--- config.mk ---
export PLATFORM = sky130hd
export DESIGN_NAME = float7_frame_accumulator
export DESIGN_NICKNAME = d
export VERILOG_FILES = /design/src/rtl/float7_frame_accumulator.sv
export SDC_FILE = /design/constraint.sdc
export NUM_CORES = 1
export LEC_CHECK = 0
export CAP_MARGIN = 10
export CORE_AREA = 2 2 90 75
export CTS_CLUSTER_DIAMETER = 100
export CTS_CLUSTER_SIZE = 24
export DETAILED_ROUTE_END_ITERATION = 10
export DIE_AREA = 0 0 92 77
export GPL_ROUTABILITY_DRIVEN = 0
export PLACE_DENSITY = 0.8
export SLEW_MARGIN = 20
export SYNTH_ARGS = -nofsm -noshare
export SYNTH_HDL_FRONTEND = slang
export SYNTH_SLANG_ARGS = --single-unit
--- constraint.sdc ---
create_clock -name clk -period 2.84 [get_ports clk]
set_input_delay 0.852 -clock clk [delete_from_list [all_inputs] [get_ports clk]]
set_output_delay 0.852 -clock clk [all_outputs]
set_load 0.02 [all_outputs]
--- src/rtl/float7_frame_accumulator.sv ---
// float7_frame_accumulator
// Decodes 7-bit float codes (4-bit mantissa M, 3-bit exponent E) from the
// integer-to-float encoder back to 11-bit integers, accumulates them over a
// frame and presents the saturated frame sum on a registered valid/ready port.
module float7_frame_accumulator #(
    parameter int unsigned FRAME_LEN = 16,
    parameter int unsigned ACC_W     = 16,
    localparam int unsigned CNT_W    = $clog2(FRAME_LEN + 1)
) (
    input  logic             clk,
    input  logic             rst,
    input  logic             in_valid,
    output logic             in_ready,
    input  logic [3:0]       in_m,
    input  logic [2:0]       in_e,
    input  logic             flush,
    output logic             out_valid,
    input  logic             out_ready,
    output logic [ACC_W-1:0] out_sum,
    output logic [CNT_W-1:0] out_count,
    output logic             out_sat
);

    localparam int unsigned VAL_W = 11;
    localparam int unsigned SUM_W = ACC_W + 1;
    localparam logic [CNT_W-1:0] LAST_CNT = CNT_W'(FRAME_LEN);

    typedef enum logic {
        ACC  = 1'b0,
        HOLD = 1'b1
    } state_t;

    state_t           state;
    logic [ACC_W-1:0] acc;
    logic [CNT_W-1:0] cnt;
    logic             sat;

    logic [VAL_W-1:0] value;
    logic [SUM_W-1:0] sum_wide;
    logic             overflow;
    logic             beat;
    logic             frame_end;
    logic [ACC_W-1:0] acc_next;
    logic [CNT_W-1:0] cnt_next;
    logic             sat_next;

    // E==0 is the linear region; otherwise the implicit leading one is restored
    function automatic logic [VAL_W-1:0] decode(input logic [3:0] m, input logic [2:0] e);
        logic [VAL_W-1:0] v;
        if (e == 3'd0) begin
            v = VAL_W'(m);
        end else begin
            v = VAL_W'({1'b1, m}) << (e - 3'd1);
        end
        return v;
    endfunction

    // Decode, widened add with clamp, and frame-end detection
    always_comb begin
        value     = decode(in_m, in_e);
        beat      = in_valid && (state == ACC);
        sum_wide  = SUM_W'(acc) + SUM_W'(value);
        overflow  = sum_wide[ACC_W];
        acc_next  = acc;
        cnt_next  = cnt;
        sat_next  = sat;
        if (beat) begin
            acc_next = overflow ? {ACC_W{1'b1}} : sum_wide[ACC_W-1:0];
            cnt_next = cnt + CNT_W'(1);
            sat_next = sat | overflow;
        end
        // A lone flush on an empty frame produces nothing
        frame_end = (state == ACC) &&
                    ((beat && (cnt_next == LAST_CNT)) || (flush && (cnt_next != '0)));
    end

    // Frame FSM: accumulate in ACC, present the result in HOLD until taken
    always_ff @(posedge clk or posedge rst) begin
        if (rst) begin
            state     <= ACC;
            acc       <= '0;
            cnt       <= '0;
            sat       <= 1'b0;
            in_ready  <= 1'b1;
            out_valid <= 1'b0;
            out_sum   <= '0;
            out_count <= '0;
            out_sat   <= 1'b0;
        end else begin
            case (state)
                ACC: begin
                    acc <= acc_next;
                    cnt <= cnt_next;
                    sat <= sat_next;
                    if (frame_end) begin
                        out_sum   <= acc_next;
                        out_count <= cnt_next;
                        out_sat   <= sat_next;
                        out_valid <= 1'b1;
                        in_ready  <= 1'b0;
                        state     <= HOLD;
                    end
                end
                HOLD: begin
                    // Result fields stay put after the handshake until the next frame
                    if (out_ready) begin
                        acc       <= '0;
                        cnt       <= '0;
                        sat       <= 1'b0;
                        out_valid <= 1'b0;
                        in_ready  <= 1'b1;
                        state     <= ACC;
                    end
                end
                default: begin
                    state     <= ACC;
                    out_valid <= 1'b0;
                    in_ready  <= 1'b1;
                end
            endcase
        end
    end

endmodule

Word level (Yosys, flattened, before mapping)
Index checks and enable logic that the tools add are counted.
Widths: inputs -> output; s select.

storage, ports and cells
  flip-flop bits (word level) = 47
  logic and storage cells = 46
  output and inout port bits = 24
  input port bits = 12

cells by class
  multiplexer cells = 19
  $add $sub $neg = 3
  eq/ne operators = 3
  bitwise logic cells = 2
  reductions and logical operators = 9
  shifts and indexed selects = 1

operators with widths
  cell                 number
  $mux 16              3
  $pmux 16 s2          1
  $add 16x11->17       1
  $mux 11              1
  $shl 5x3->11         1
  $mux 5               2
  $pmux 5 s2           1
  $pmux 1 s2           4
  $mux 1               7
  $add 5x1->5 const B  1
  $eq 5x5->1 const B   1
  $reduce_bool 5->1    1
  $logic_and 1x1->1    4
  $ne 2x2->1 const B   2
  $reduce_and 2->1     2
  $logic_not 3->1      1
  $sub 3x1->3 const B  1
  $logic_or 1x1->1     1
  $not 1->1            1
  $or 1x1->1           1

Longest topological paths before layout
Gate-level depths: netlist of the first run.

  word-level depth = 9
  gate-level depth with buffers = 19
  mapped depth without buffers = 15

Worst setup path after synthesis of the first run
Ideal clock, no wire load.

  kind = in2reg
  from = input port in_e[0]
  to = register acc[8]
  cell stages on the path = 18
  setup time = 0.101 ns
  buffers on the path = 4
  required time = 2.739 ns
  data arrival time = 4.286 ns
  path slack = -1.546 ns
  cells stage by stage = clkbuf_1 -> inv_1 -> ha_1 -> clkbuf_1 -> mux2_2 -> o21ai_0 -> inv_1 -> o21ai_0 -> o21ai_0 -> ha_1 -> buf_2 -> and2_1 -> and4_1 -> o21ai_1 -> a31oi_1 -> buf_2 -> a21oi_1 -> o32ai_1

between the ends
  cells in the longest elaborated chain, start to end = 7

ends and longest elaborated chain
  what                    line  source
  start: declaration      15    input logic [2:0] in_e,
  $sub 3x1->3             53    v = VAL_W'({1'b1, m}) << (e - 3'd1);
  $shl 5x3->11            53
  $mux 11 (*)             50    if (e == 3'd0) begin
  $add 16x11->17 (*)      62    sum_wide = SUM_W'(acc) + SUM_W'(value);
  $mux 16 (*)             68    acc_next = overflow ? {ACC_W{1'b1}} : sum_wide[ACC_W-1:0];
  $mux 16 (*)             67    if (beat) begin
  $pmux 16 s2 (*)         90    case (state)
  end signal: assignment  92    acc <= acc_next;
  end: declaration        34    logic [ACC_W-1:0] acc;

Every way passes the cells marked *; elsewhere a longest branch is shown, timed or not.
A chain may end at the register's enable or synchronous reset.

Worst setup path in the final report of the first run
  from = input port in_e[0]
  to = register sat

between the ends
  cells in the longest elaborated chain, start to end = 7

ends and longest elaborated chain
  what                    line  source
  $sub 3x1->3             53
  $shl 5x3->11            53
  $mux 11 (*)             50
  $add 16x11->17 (*)      62
  $or 1x1->1 (*)          70    sat_next = sat | overflow;
  $mux 1 (*)              67
  $pmux 1 s2 (*)          90
  end signal: assignment  94    sat <= sat_next;
  end: declaration        36    logic sat;

Marks and branches as above.

==> impl_results.md, run 1 <==
- Family of cells with the greatest summed delay on the critical path: compound AO/OA/AOI/OAI gates
- Final hold violation count: 0
- Detailed placement HPWL: 6.94 mm
- Maximum Capacitance Violations: 0
- Run status: finished, violations left
- Violated checks: negative setup slack
- Fraction of final layout cells with drive strength greater than 1: 0.415
- Crit path max fanout: 4
- Power Internal: roughly 2.7 mW
- Number of synthesized register bits: 47
- Count of vias placed by the detailed router: 3880
- Slew @ Worst Pin: 596 ps
- Arrival time at the worst endpoint: ~3800 ps
- Worst slack on hold paths: 502 ps
- Fillers: about 330
- CTS Root Cell: sky130_fd_sc_hd__clkbuf_8
- Detailed-route vias per instance: 6.71
- Logic gate share of total power: 0.630
- Number of core rows: 26
- Hold/Removal Path Class: flip-flop to flip-flop
- Post-DRT Antenna Nets: 0
- Boundary pin count: 36
- Share of synthesized flip-flops with an asynchronous set or reset: 1.00
- Critical path origin: in_e[0]
- Clock transition at the registers of the reported paths: 90 ps
- Final Non-Filler Cells: slightly below 600
- Sum of buffers and inverters on the critical path: 7
- Ant diodes: 0
- First-pass GRT wire length: roughly 18 mm
- Routed wirelength normalized by instance count: 21.9 µm
- Initial DRC count: ~420
- Aggregate negative setup slack: -21700 ps
- Clock tree from TritonCTS: yes
- Number of buffers added by the clock tree synthesis step: 5
- Pre-CTS WS: -1480 ps
- Count of port buffers added during placement: 35
- RR Startpoint: acc[0]
- Level count of the clock H-tree: 2
- WS Path Type: primary input to flip-flop
- Initial antenna violation count: 0
- Leakage power: 2.17 nW
- Cell types occupying the most area after synthesis: sky130_fd_sc_hd__dfrtp_1 35%, sky130_fd_sc_hd__o22ai_1 7.3%, sky130_fd_sc_hd__ha_1 5.3%, sky130_fd_sc_hd__a21oi_1 4.6%, sky130_fd_sc_hd__nand2_1 4.6%
- Post-route cell area: 5100 µm²
- Data required, critical path: between 3000 and 4000 ps
- X dimension of the die: between 90 and 100 µm
- Commonest cells in the netlist: 46 x sky130_fd_sc_hd__dfrtp_1, 40 x sky130_fd_sc_hd__nand2_1, 38 x sky130_fd_sc_hd__o22ai_1
- Startpoint type of the worst setup path: primary input
- Worst-Skew Late Latency: 320 ps
- Crit path capture type: flip-flop
- Netlist area before placement: 3270 µm²
- Remaining design rule violation count: 0
- Fraction of the yosys area taken by sequential cells: 0.360
- Final Util: 0.825
- Yosys Warn Count: 0
- Power share of the sequential group: 0.246
- Vertical die dimension: between 70 and 80 µm
- Maximum number of pins on one net before global-route repair: 48
- Net load switching power: 2.15 mW
- R2R setup slack: 290 ps
- Flip-flop cell with the highest count after synthesis: sky130_fd_sc_hd__dfrtp_1
- Hold Path Origin: out_sum[5]
- Final period util: 1.26
- Aggregate global routing overflow: 0
- Highest-delay cell along the critical path: sky130_fd_sc_hd__ha_1
- Area growth from synthesis to layout: 55.7%
- Worst path max stage delay: 350 ps
- Clock Sinks: 47
- F_max: around 0.28 GHz
- Number of nets in the layout: 520
- Max Clock Skew: ~13 ps
- Part of the total power dissipated in the clock network: 0.123
- Total count of max-transition violations in the final report: 0
- Syn Nets: 409
- Share of Yosys cell area claimed by the top area cell type: 0.352
- Distinct cell type count of the synthesized netlist: 62
- Unrepaired setup endpoints after global routing: true
- Router iterations before antenna repair: 6
- Placed inst area: ~4300 µm²
- Post-placement cell count: 553
- Core outline area: a little over 6000 µm²
- Number of enable flip-flop cells after synthesis: 0
- Cell count after synthesis: roughly 380
- Global-route total usage across every layer: 0.321
- Total routed wirelength: ~13 mm
- Cell type with the highest aggregate area in the netlist: sky130_fd_sc_hd__dfrtp_1
- Worst slew slack as a fraction of its limit: 0.603
- Starting Density: 0.530
- Switch share: 0.446
- Most numerous cell in the Yosys netlist: sky130_fd_sc_hd__dfrtp_1
- Worst VDD drop: around 0.65 mV
- Pwr/cell area: 946 nW/µm²
- Average instance area after synthesis: 8.57 µm²
- Via count of the first global-routing pass: between 3000 and 4000
- Fin worst setup slack: -752 ps
- Critical Path, Cell by Cell: buf_8 -> inv_6 -> ha_4 -> mux2i_1 -> nand2_1 -> o21ai_4 -> inv_1 -> o21ai_1 -> o21ai_1 -> ha_1 -> buf_4 -> a21oi_4 -> o22ai_4 -> nor2_4 -> buf_6 -> a211oi_2 -> buf_4 -> buf_12 -> a21oi_4 -> a21oi_2
- Final total power: 4.82 mW
- Floorplan die area: 7080 µm²
- Final Setup Violations: 34
- Minimum clock period after layout: 3590 ps
- Maximum buffer depth of the clock tree: 2
## flip-flops by register name, indices dropped and copies added (netlist names)
name       count
in_ready       1
out_count      5
out_sum       16
cnt            5
sat            1
state          1
out_valid      1
acc           16
out_sat        1
## final timing paths
kind / to / cells past startpoint
hold / removal: out_sum[5] / 1
max in group asynchronous: acc[5] / 3
setup / recovery: sat / 20
min in group asynchronous: cnt[3] / 3
hold reg to reg: out_sum[5] / 1
setup reg to reg: sat / 12
## area by class of cell
class | instances | area (µm²) | share of cell area
multi-input cells | 296 | 2510 | 0.493
flip-flops and latches | 47 | 1180 | 0.231
repair buffers | 129 | 1110 | 0.218
well taps | 84 | 105 | 0.0206
clock buffers | 6 | 72.6 | 0.0142
clock inverters | 2 | 60.1 | 0.0118
inverters | 14 | 60.1 | 0.0118
## power by group through the flow
stage	Combinational, mW	Sequential, mW	Clock (mW)
6_report	3.04	1.19	0.595
5_1_grt	3.19	1.21	0.627
4_1_cts	2.72	1.15	0.587
3_5_place_dp	2.36	1.14	0
3_3_place_gp	2.28	1.12	0
2_1_floorplan	1.31	1.23	0
## worst register-to-register path: cells and delay by family (launching register included)
| kind | cells | cell delay, ps |
|---|---|---|
| DFF | 1 | 500 |
| AOI/OAI and AO/OA | 5 | 720 |
| adders and majority gates | 2 | 580 |
| buffers and inverters | 4 | 490 |
| and+or+nand+nor | 1 | 190 |
## layout by cell type (no fill, tap or decap), types with 7 or more instances in the layout
cell                               n
sky130_fd_sc_hd__dfrtp_1          46
sky130_fd_sc_hd__o21ai_1          13
sky130_fd_sc_hd__nor2_1           13
sky130_fd_sc_hd__xnor2_1          10
sky130_fd_sc_hd__o22ai_2          14
sky130_fd_sc_hd__a21oi_1          15
sky130_fd_sc_hd__nand3_1          21
sky130_fd_sc_hd__a21oi_2          11
sky130_fd_sc_hd__ha_1              8
sky130_fd_sc_hd__o22ai_1          18
sky130_fd_sc_hd__clkdlybuf4s50_1  27
sky130_fd_sc_hd__inv_1            11
sky130_fd_sc_hd__nand2_1          38
sky130_fd_sc_hd__buf_6             7
sky130_fd_sc_hd__nand2b_1          7
sky130_fd_sc_hd__buf_4            85
## timing repair
| item | CTS | global route |
|---|---|---|
| hold buffers | 0 | 0 |
| buffers inserted | 14 | 3 |
| pin swaps | 41 | 18 |
| gates resized for setup | 95 | 37 |
| setup endpoints to repair | 34 | 37 |
## per-layer routing
layer / wire length, µm / track usage
met4: 882 / 0.166
met3: 973 / 0.0570
met2: 6020 / 0.553
met1: 4810 / 0.385
met5: 0 / 0.00758
## kinds of logic (layout without fill, tap and decap cells)
group                      after synthesis  after routing  synth area share
xor gates and xnor gates                12             12            0.0321
and+or+nand+nor                        124            124             0.195
AOI/OAI and AO/OA                      132            132             0.261
buffers and inverters                   39            151            0.0520
adders and majority gates               15             15            0.0596
muxes                                   13             13            0.0417
DFF                                     47             47             0.360
Note: power is estimated with default switching activity, not from simulation.
==> run 2: changes to the inputs <==
- CORE_AREA: 2 2 90 75 -> 2 2 66 100
- DIE_AREA: 0 0 92 77 -> 0 0 68 102
- PLACE_DENSITY: 0.8 -> 0.81
==> impl_results.md, run 2 (synthesized netlist as in run 1, its figures left out) <==
- Fillers: 325
- Max Clock Skew: 4.12 ps
- Via count of the first global-routing pass: 3737
- Vertical die dimension: slightly above 100 µm
- Crit path max fanout: 4
- Remaining design rule violation count: 0
- Router iterations before antenna repair: 6
- Highest-delay cell along the critical path: sky130_fd_sc_hd__ha_1
- Level count of the clock H-tree: 2
- Detailed-route vias per instance: between 6 and 7
- Clock transition at the registers of the reported paths: 80 ps
- Floorplan die area: slightly below 7000 µm²
- Aggregate global routing overflow: 0
- Routed wirelength normalized by instance count: 21.0 µm
- Ant diodes: 0
- Pre-CTS WS: -1390 ps
- WS Path Type: primary input to flip-flop
- Global-route total usage across every layer: 0.336
- Hold/Removal Path Class: flip-flop to flip-flop
- Number of buffers added to fix hold violations after cts: 0
- Clock tree from TritonCTS: yes
- Worst VDD drop: 0.559 mV
- F_max: 0.291 GHz
- Sum of buffers and inverters on the critical path: 4
- Minimum clock period after layout: 3440 ps
- Count of port buffers added during placement: 35
- Worst path max stage delay: 330 ps
- CP most frequent cell: sky130_fd_sc_hd__o21ai_1
- Final period util: 1.21
- Busiest layer in global routing: met2
- Initial DRC count: 284
- Fin worst setup slack: -599 ps
- Number of buffers added by the clock tree synthesis step: 5
- Startpoint type of the worst setup path: primary input
- Slew @ Worst Pin: around 600 ps
- First-pass GRT wire length: 17.6 mm
- Leakage power: slightly above 2 nW
- Data required, critical path: 3020 ps
- Family of cells with the greatest summed delay on the critical path: compound AO/OA/AOI/OAI gates
- Clock Sinks: 47
- Worst slew slack as a fraction of its limit: 0.593
- Maximum buffer depth of the clock tree: 2
- Count of vias placed by the detailed router: 3715
- Leading cell type in the layout, fill and taps excluded: sky130_fd_sc_hd__buf_4
- Total routed wirelength: 11.9 mm
- Global Route met3 Usage: 0.0363
- Detailed placement HPWL: 7.09 mm
- Crit path capture type: flip-flop
- Final Setup Violations: 34
- Met1 usage in global routing: 0.358
- Initial antenna violation count: 0
- Number of core rows: 35
- Worst-Skew Late Latency: 300 ps
- Number of nets in the layout: 519
- Maximum Capacitance Violations: 0
- Final hold violation count: 0
- Area growth from synthesis to layout: 48.3%
- Violated checks: negative setup slack
- Boundary pin count: 36
- Fraction of final layout cells with drive strength greater than 1: 0.371
- Core outline area: 6040 µm²
- Critical Path, Cell by Cell: buf_8 -> inv_8 -> ha_4 -> mux2_4 -> o21ai_2 -> inv_1 -> o21ai_1 -> o21ai_1 -> ha_1 -> and2_4 -> and4_4 -> o211ai_1 -> buf_4 -> a211oi_4 -> xnor2_2 -> a31oi_1
- Global-route met2 utilization: 0.602
- Commonest cells after routing, fill and taps aside: 88 x sky130_fd_sc_hd__buf_4, 46 x sky130_fd_sc_hd__dfrtp_1, 40 x sky130_fd_sc_hd__nand2_1
- Maximum number of pins on one net before global-route repair: 48
- Total count of max-transition violations in the final report: 0
- Pwr/cell area: 915 nW/µm²
- Unrepaired setup endpoints after global routing: true
- Starting Density: 0.542
- Arrival time at the worst endpoint: 3620 ps
- CTS Root Cell: sky130_fd_sc_hd__clkbuf_8
- Run status: finished, violations left
- X dimension of the die: 68 µm
- Regs by FF count: acc x16, out_sum x16
- Post-DRT Antenna Nets: 0
- Final total power: 4.44 mW
## run 2: tightest hold or removal path, cell delays in order (launching register included)
cell and delay [ps]:
sky130_fd_sc_hd__dfrtp_1 350, sky130_fd_sc_hd__nand2_1 50, sky130_fd_sc_hd__nand2_1 60
## run 2: final timing paths
kind / slack, ps / startpoint / depth (start not counted) / end
max reg2reg: 390 / cnt[0] / 8 / out_sum[11]
min reg2reg: 490 / out_valid / 2 / out_valid
min in group asynchronous: 1010 / rst / 3 / out_sum[1]
min: 490 / out_valid / 2 / out_valid
max in group asynchronous: 1410 / rst / 3 / out_valid
max: -600 / in_e[0] / 16 / out_sum[15]
## run 2: metal layers
| layer | share of wire | up-vias | routed length [µm] |
|---|---|---|---|
| met5 | 0 | - | 0 |
| met2 | 0.52 | 233 | 6230 |
| met4 | 0.079 | 0 | 936 |
| met3 | 0.062 | 81 | 734 |
| li1 | - | 1627 | - |
| met1 | 0.34 | 1774 | 4000 |
## run 2: through the flow
stage / util / TNS [ps] / std cells / hold slack, ps / instance area, µm²
after global routing: 0.804 / -19070 / 567 / 516 / 4860
after detailed placement: 0.704 / -46290 / 542 / 467 / 4250
after CTS: 0.778 / -13320 / 559 / 488 / 4700
after floorplan: - / -25480 / 382 / 489 / 3400
final: 0.804 / -15540 / 567 / 486 / 4860
after global placement: 0.704 / -42450 / 542 / 463 / 4250
## run 2: area by class of cell
class	count	area, µm²	area share
Multi-Input combinational cell	296	2370	0.488
Sequential cell	47	1180	0.242
Timing Repair Buffer	128	1070	0.220
Tap cell	74	92.6	0.0191
Clock buffer	6	72.6	0.0149
Inverter	14	62.6	0.0129
Clock inverter	2	12.5	0.00258
## run 2: power breakdown
group | internal (mW) | leakage [nW] | switching (mW)
registers | 0.904 | 0.612 | 0.267
clock network | 0.172 | 0.0412 | 0.226
logic | 1.35 | 1.42 | 1.52
total | 2.43 | 2.08 | 2.01
## run 2: timing repair
item,in CTS,in global routing
setup endpoints to repair,34,37
gates resized for setup,77,23
gates cloned,0,0
buffers inserted,9,8
pin swaps,24,30
==> run 3: changes to the inputs <==
- SKIP_CTS_REPAIR_TIMING: default -> 1
==> impl_results.md, run 3 (synthesized netlist as in run 1, its figures left out) <==
- Vertical die dimension: 102 µm
- Detailed placement HPWL: roughly 7.1 mm
- F_max: between 0.2 and 0.3 GHz
- Data required, critical path: about 3000 ps
- Hold/Removal Path Class: flip-flop to flip-flop
- Final period util: 1.19
- Number of core rows: 35
- Power Internal: 2.41 mW
- Total count of max-transition violations in the final report: 0
- Area growth from synthesis to layout: 47.2%
- Worst VDD drop: between 0.6 and 0.7 mV
- Fillers: 344
- Placed inst area: 4250 µm²
- Final Setup Violations: 34
- Leading cell type in the layout, fill and taps excluded: sky130_fd_sc_hd__buf_4
- Run status: finished, violations left
- Post-DRT Antenna Nets: 0
- Count of port buffers added during placement: 35
- Part of the total power dissipated in the clock network: 0.092
- Pwr/cell area: 898 nW/µm²
- Fraction of final layout cells with drive strength greater than 1: 0.363
- Total routed wirelength: between 10 and 15 mm
- Worst-Skew Late Latency: 300 ps
- X dimension of the die: 68 µm
- Post-route cell area: 4820 µm²
- Arrival time at the worst endpoint: 3530 ps
- Flip-flop and latch area: 1180 µm²
- Max Clock Skew: ~4.2 ps
- Via count of the first global-routing pass: 3379
- Slew @ Worst Pin: approximately 600 ps
- Starting Density: 0.542
- Clock transition at the registers of the reported paths: 80 ps
- Number of nets in the layout: 514
- Boundary pin count: 36
- Minimum clock period after layout: 3370 ps
- Maximum buffer depth of the clock tree: 2
- Regs by FF count: acc x16, out_sum x16
- Routed wirelength normalized by instance count: 18.4 µm
- Detailed-route vias per instance: about 6.2
- Maximum Capacitance Violations: 0
- Count of vias placed by the detailed router: 3495
- Clock Sinks: 47
- Level count of the clock H-tree: 2
- Net load switching power: 1.92 mW
- Initial antenna violation count: 0
- Startpoint type of the worst setup path: primary input
- Leakage power: roughly 2.1 nW
- Crit path max fanout: 5
- Final Util: 0.798
- Global-route total usage across every layer: 0.286
- CTS Root Cell: sky130_fd_sc_hd__clkbuf_8
- Fin worst setup slack: -528 ps
- Crit path capture type: flip-flop
- Worst slew slack as a fraction of its limit: 0.595
- Multi-input gate area in the final layout: ~2300 µm²
- First-pass GRT wire length: 15.3 mm
- Maximum number of pins on one net before global-route repair: 48
- Power share of the sequential group: 0.268
- Clock tree from TritonCTS: yes
- Core outline area: 6040 µm²
- Aggregate global routing overflow: 0
- Violated checks: negative setup slack
- Logic gate share of total power: 0.640
- Router iterations before antenna repair: 5
- Ant diodes: 0
- Unrepaired setup endpoints after global routing: true
- Switch share: 0.444
- WS Path Type: primary input to flip-flop
- Final total power: 4.33 mW
- Number of buffers added by the clock tree synthesis step: 5
- Floorplan die area: 6940 µm²
- Final hold violation count: 0
- Commonest cells after routing, fill and taps aside: 82 x sky130_fd_sc_hd__buf_4, 46 x sky130_fd_sc_hd__dfrtp_1, 40 x sky130_fd_sc_hd__nand2_1
- Remaining design rule violation count: 0
- Initial DRC count: approximately 170
run 3: changes by cell type in the layout (fill, tap and decap cells not counted), sizes merged:
| cell | previous run | this run |
|---|---|---|
| dlygate4sd2 | 4 | 0 |
| dlymetal6s2s | 0 | 4 |
| buf | 95 | 90 |
run 3: final timing paths:
kind,start,endpoint,slack (ps),depth (start not counted)
worst min register to register,out_valid,out_valid,480,2
worst max register to register,acc[0],out_sum[10],410,9
worst max-delay path,in_e[0],acc[13],-530,16
min in group asynchronous,rst,out_sum[1],1020,3
max in group asynchronous,rst,out_sum[13],1410,3
worst min-delay path,out_valid,out_valid,480,2
run 3: power by group through the flow:
stage	logic [mW]	clock network [mW]	registers (mW)
4_1_cts	2.33	0.406	1.13
3_3_place_gp	2.25	0	1.13
3_5_place_dp	2.32	0	1.14
6_report	2.77	0.396	1.16
2_1_floorplan	1.31	0	1.23
5_1_grt	2.96	0.431	1.19
run 3: critical path, cell delays in order:
cell                       delay, ps
sky130_fd_sc_hd__buf_8            80
sky130_fd_sc_hd__inv_6            40
sky130_fd_sc_hd__ha_4            280
sky130_fd_sc_hd__mux2_4          310
sky130_fd_sc_hd__o21ai_2         130
sky130_fd_sc_hd__inv_1            50
sky130_fd_sc_hd__o21ai_1         120
sky130_fd_sc_hd__o21ai_1          80
sky130_fd_sc_hd__ha_1            350
sky130_fd_sc_hd__and2_4          190
sky130_fd_sc_hd__and4_4          240
sky130_fd_sc_hd__o211ai_1         90
sky130_fd_sc_hd__buf_4           160
sky130_fd_sc_hd__a21oi_4         160
sky130_fd_sc_hd__mux2i_2         270
sky130_fd_sc_hd__a22oi_1         120
run 3: metrics by stage:
step           hold WS [ps]  setup WS [ps]  setup TNS, ps  std cells
6_report                483           -528         -14570        562
5_1_grt                 516           -676         -18780        562
4_1_cts                 488          -1100         -34540        550
3_5_place_dp            467          -1390         -46290        542
3_3_place_gp            463          -1310         -42450        542
2_1_floorplan           489           -809         -25480        382
run 3: layout make-up:
type                    instances  area share
clock buffers                   6      0.0151
clock inverters                 2     0.00260
inverters                      14      0.0130
multi-input cells             296       0.486
flip-flops and latches         47       0.244
well taps                      74      0.0192
repair buffers                123       0.220
run 3: routing by layer:
| metal | vias up | share of wire | wire length, µm | global-route usage |
|---|---|---|---|---|
| met5 | - | 0 | 0 | 0 |
| met1 | 1696 | 0.37 | 3820 | 0.316 |
| met3 | 38 | 0.044 | 455 | 0.0264 |
| li1 | 1619 | - | - | - |
| met4 | 0 | 0.038 | 397 | 0.154 |
| met2 | 142 | 0.55 | 5670 | 0.524 |
